`config.mk`:
```
export PLATFORM = sky130hd
export DESIGN_NAME = demux_1_3_stream
export DESIGN_NICKNAME = d
export VERILOG_FILES = /design/src/rtl/demux_1_3_stream.sv
export SDC_FILE = /design/constraint.sdc
export NUM_CORES = 1
export LEC_CHECK = 0
export ABC_AREA = 1
export ABC_CLOCK_PERIOD_IN_PS = 1800
export BUFFER_PORTS_ARGS = -buffer_cell sky130_fd_sc_hd__buf_2
export CORE_ASPECT_RATIO = 0.9
export CORE_MARGIN = 2
export CORE_UTILIZATION = 40
export CTS_BUF_LIST = sky130_fd_sc_hd__clkbuf_4 sky130_fd_sc_hd__clkbuf_8 sky130_fd_sc_hd__clkbuf_16
export DETAILED_ROUTE_END_ITERATION = 8
export GPL_ROUTABILITY_DRIVEN = 0
export PLACE_DENSITY = 0.64
export REMOVE_ABC_BUFFERS = 1
export SYNTH_ARGS = -nofsm -noshare
export SYNTH_HDL_FRONTEND = slang
export SYNTH_SLANG_ARGS = --single-unit
```
`constraint.sdc`:
```
create_clock -name clk -period 1.8 [get_ports clk]
set_input_delay 0.18 -clock clk [delete_from_list [all_inputs] [get_ports clk]]
set_output_delay 0.18 -clock clk [all_outputs]
set_load 0.02 [all_outputs]
```
`src/rtl/demux_1_3_stream.sv`:
```
// Registered 1-to-3 stream demultiplexer with a one-entry valid/ready register per channel.
// Routes each word by explicit select or by a round-robin pointer; counts words sent to s=11.
module demux_1_3_stream #(
    parameter int unsigned WIDTH = 3,
    parameter int unsigned CNT_W = 8
) (
    input  logic             clk,
    input  logic             rst_n,
    input  logic             mode,
    input  logic [1:0]       s,
    input  logic             in_valid,
    input  logic [WIDTH-1:0] in_data,
    output logic             in_ready,
    output logic [WIDTH-1:0] y0_data,
    output logic [WIDTH-1:0] y1_data,
    output logic [WIDTH-1:0] y2_data,
    output logic             y0_valid,
    output logic             y1_valid,
    output logic             y2_valid,
    input  logic             y0_ready,
    input  logic             y1_ready,
    input  logic             y2_ready,
    output logic [1:0]       rr_ptr,
    output logic             drop,
    output logic [CNT_W-1:0] drop_cnt
);

    logic [2:0]       valid_q;
    logic [WIDTH-1:0] data_q [3];
    logic [1:0]       rr_ptr_q;
    logic             drop_q;
    logic [CNT_W-1:0] drop_cnt_q;

    logic [1:0] tgt;
    logic [2:0] ready_vec;
    logic [2:0] acc_vec;
    logic       accept;
    logic       drop_acc;

    assign ready_vec = {y2_ready, y1_ready, y0_ready};

    always_comb begin
        tgt      = mode ? rr_ptr_q : s;
        in_ready = 1'b1;
        case (tgt)
            2'd0:    in_ready = !valid_q[0] || ready_vec[0];
            2'd1:    in_ready = !valid_q[1] || ready_vec[1];
            2'd2:    in_ready = !valid_q[2] || ready_vec[2];
            default: in_ready = 1'b1; // invalid select: word is discarded
        endcase
        accept   = in_valid && in_ready;
        acc_vec  = {accept && (tgt == 2'd2), accept && (tgt == 2'd1), accept && (tgt == 2'd0)};
        drop_acc = accept && (tgt == 2'd3);
    end

    always_ff @(posedge clk or negedge rst_n) begin
        if (!rst_n) begin
            valid_q    <= '0;
            for (int k = 0; k < 3; k++) begin
                data_q[k] <= '0;
            end
            rr_ptr_q   <= 2'd0;
            drop_q     <= 1'b0;
            drop_cnt_q <= '0;
        end else begin
            // An accept wins over a drain so a channel can refill in the cycle it empties.
            for (int k = 0; k < 3; k++) begin
                if (acc_vec[k]) begin
                    valid_q[k] <= 1'b1;
                    data_q[k]  <= in_data;
                end else if (valid_q[k] && ready_vec[k]) begin
                    valid_q[k] <= 1'b0;
                end
            end
            if (accept && mode) begin
                rr_ptr_q <= (rr_ptr_q == 2'd2) ? 2'd0 : rr_ptr_q + 2'd1;
            end
            drop_q <= drop_acc;
            if (drop_acc && (drop_cnt_q != {CNT_W{1'b1}})) begin
                drop_cnt_q <= drop_cnt_q + CNT_W'(1);
            end
        end
    end

    assign y0_valid = valid_q[0];
    assign y1_valid = valid_q[1];
    assign y2_valid = valid_q[2];
    assign y0_data  = data_q[0];
    assign y1_data  = data_q[1];
    assign y2_data  = data_q[2];
    assign rr_ptr   = rr_ptr_q;
    assign drop     = drop_q;
    assign drop_cnt = drop_cnt_q;

endmodule

```
==> reports/results.ini <==
[status]
outcome=finished clean

[drt]
drtAntennaViolNets=0
wl_per_cell_um=11.9
vias_per_cell=4.83
routed-via-count=1078
wirelength_mm=2.66
drtPass1Iterations=4
drc=0
drt_iter0_drc=29

[grt]
overflow=0
grt_start_max_net_pins=24
grt_antenna_before_repair=0
grt_pass1_vias=1024
gr-usage-all-layers=0.166
grt_pass1_wl_mm=4.44

[finish]
final_core_util=0.525
area_delta_synth_final_pct=23.4
layout.cells.most_common=nand2_1
fin_nets=197
antennaDiodeCount=0
fillers=296
most-common-layout-cells=nand2_1 (53), buf_2 (35), dfrtp_1 (23), nand4_1 (12), inv_1 (11)
drive_above_1_share=0.317

[worst_setup_path]
crit_family=simple AND/OR/NAND/NOR gates
crit_arrival_ps=1500
path_max_fanout=10
path_cells=inv_1, nand2_1, nand2_1, nand3_1, nand3_4, buf_2
cp.buffers_inverters=2
reg2reg_from=drop_cnt[0]
crit_path_max_incr_delay_ps=450
critical_path_required_ps=1620
crit_type=flop to output port
startpoint=rr_ptr[1]
start_kind=flop
critical_path.slowest_cell=dfrtp_1
end_kind=output port
path_common_cell=nand2_1

[cts]
clock_latency_ps=310
clkTransAtPathRegs_ps=130
cts_tree=built
clockBufferDepth=2
clock_sinks=23
ctsHtreeMaxLevel=1
cts_root_buf=clkbuf_4
numCtsBuffers=3

[yosys]
synth_async_sr_flop_share=1.00
ys_ff_latch=23
synthFlopType=dfrtp_1
yosys_warnings=0
yosysSeqAreaShare=0.485
synth_edf_count=0
postSynthCellCount=141
mappedNetlistArea_um2=1190
synth.distinct_cells=23
syn_area_per_cell_um2=8.42
synth_top_area_share=0.485
ys_top_cells_by_area=dfrtp_1 (48%), nand2_1 (17%), nand4_1 (6.3%)
synth_area_leader_cell=dfrtp_1

[min_path]
hold_start=y1_ready
hold_class=input pin to flop

[timing]
setup_slack_ps=125
maxSlewHeadroom=0.650
tightestPinTransition_ps=525
min_period_ps=1680
skew_ps=4.14
fin_crit_sh=0.931
drv_slew=0
fmax_ghz=0.597
final-setup-viol-count=0
hold_viol=0

[placement]
port_buffers=35
hpwlAfterDp_mm=1.93
dpl_worst_slack_ps=297

[power]
leakagePower_uw=0.000826
fin_total_pwr_uw=2060
power.density_nw_per_um2=1400
ir_drop_uv=909

[die]
core_um2=2790
ios=36
start_util=0.425
die_x_um=61.4
fp.dieArea_um2=3420
fp.dieH_um=55.7
core.rowCount=18

[job]
maxCapViolCount=0

area by class of cell:
type | count | area [µm²] | share of cell area
Inverter | 14 | 55.1 | 0.0376
Tap cell | 40 | 50.0 | 0.0342
Sequential cell | 23 | 576 | 0.393
Clock inverter | 1 | 5.00 | 0.00342
Timing Repair Buffer | 42 | 230 | 0.157
Clock buffer | 3 | 22.5 | 0.0154
Multi-Input combinational cell | 100 | 527 | 0.360
what timing repair did:
action | 4_1_cts | 5_1_grt
setup buffers | 0 | 6
endpoints found under the hold margin | 23 | 0
resized for setup | 1 | 0
setup endpoints to repair | 1 | 1
pin swaps | 0 | 1
hold buffers | 1 | 0
gates cloned | 0 | 0
per-layer routing:
layer  GRT usage  wire length (µm)  vias to the layer above  part of all wire
li1            -                 -                      536                 -
met1       0.234              1230                      513              0.46
met2       0.254              1260                       25              0.47
met3      0.0302               141                        4             0.053
met4      0.0578                25                        0            0.0094
met5           0                 0                        -                 0
power breakdown:
part	internal, µW	switching, µW	total (µW)
combinational	364	630	994
clock	83.1	159	242
sequential	690	130	820
worst paths after layout:
kind | endpoint | slack (ps) | cells past startpoint
worst max-delay path | in_ready | 120 | 6
worst min-delay path | valid_q[1] | 120 | 3
worst max register to register | drop_cnt[3] | 270 | 10
worst min register to register | y2_data[2] | 480 | 2
max in group asynchronous | rr_ptr[0] | 1090 | 2
min in group asynchronous | y0_data[1] | 360 | 2
synthesized netlist by cell type, types with 2 or more instances:
cell / count
dfrtp_1: 23
buf_6: 3
inv_1: 11
nor3_1: 2
o21ai_1: 2
nor2_1: 5
nand2_1: 53
nand4_1: 12
inv_2: 2
nand3_1: 9
nand3_2: 2
o21ai_2: 2
nand2_2: 2
xor2_1: 4
logic make-up (layout without fill, tap and decap cells):
logic type      Yosys count  in the layout  share of synthesized area
compound gates            4              4                     0.0232
flops                    23             23                      0.485
simple gates             89             89                      0.353
buf+inv                  18             60                     0.0780
fa+ha+maj                 1              1                     0.0105
xor+xnor                  6              6                     0.0506
state kept, by name (all words and copies together) (netlist names):
register / flops
y2_data: 3
y1_data: 3
drop: 1
drop_cnt: 8
valid_q: 3
y0_data: 3
rr_ptr: 2
through the flow:
step                setup TNS (ps)  area (µm²)  hold WS [ps]  instances
CTS                              0        1420           113        217
detailed placement               0        1380           190        212
finish                           0        1470           123        223
global route                 -2.38        1470           117        223
floorplan                        0        1150          -116        137
global placement                 0        1380           183        212
worst register-to-register path: cells and delay by family (launching register included):
| kind | cells | cell delay, ps |
|---|---|---|
| fa+ha+maj | 1 | 190 |
| buf+inv | 1 | 60 |
| flops | 1 | 410 |
| simple gates | 8 | 790 |
No activity file was read; power rests on OpenSTA's default activity.
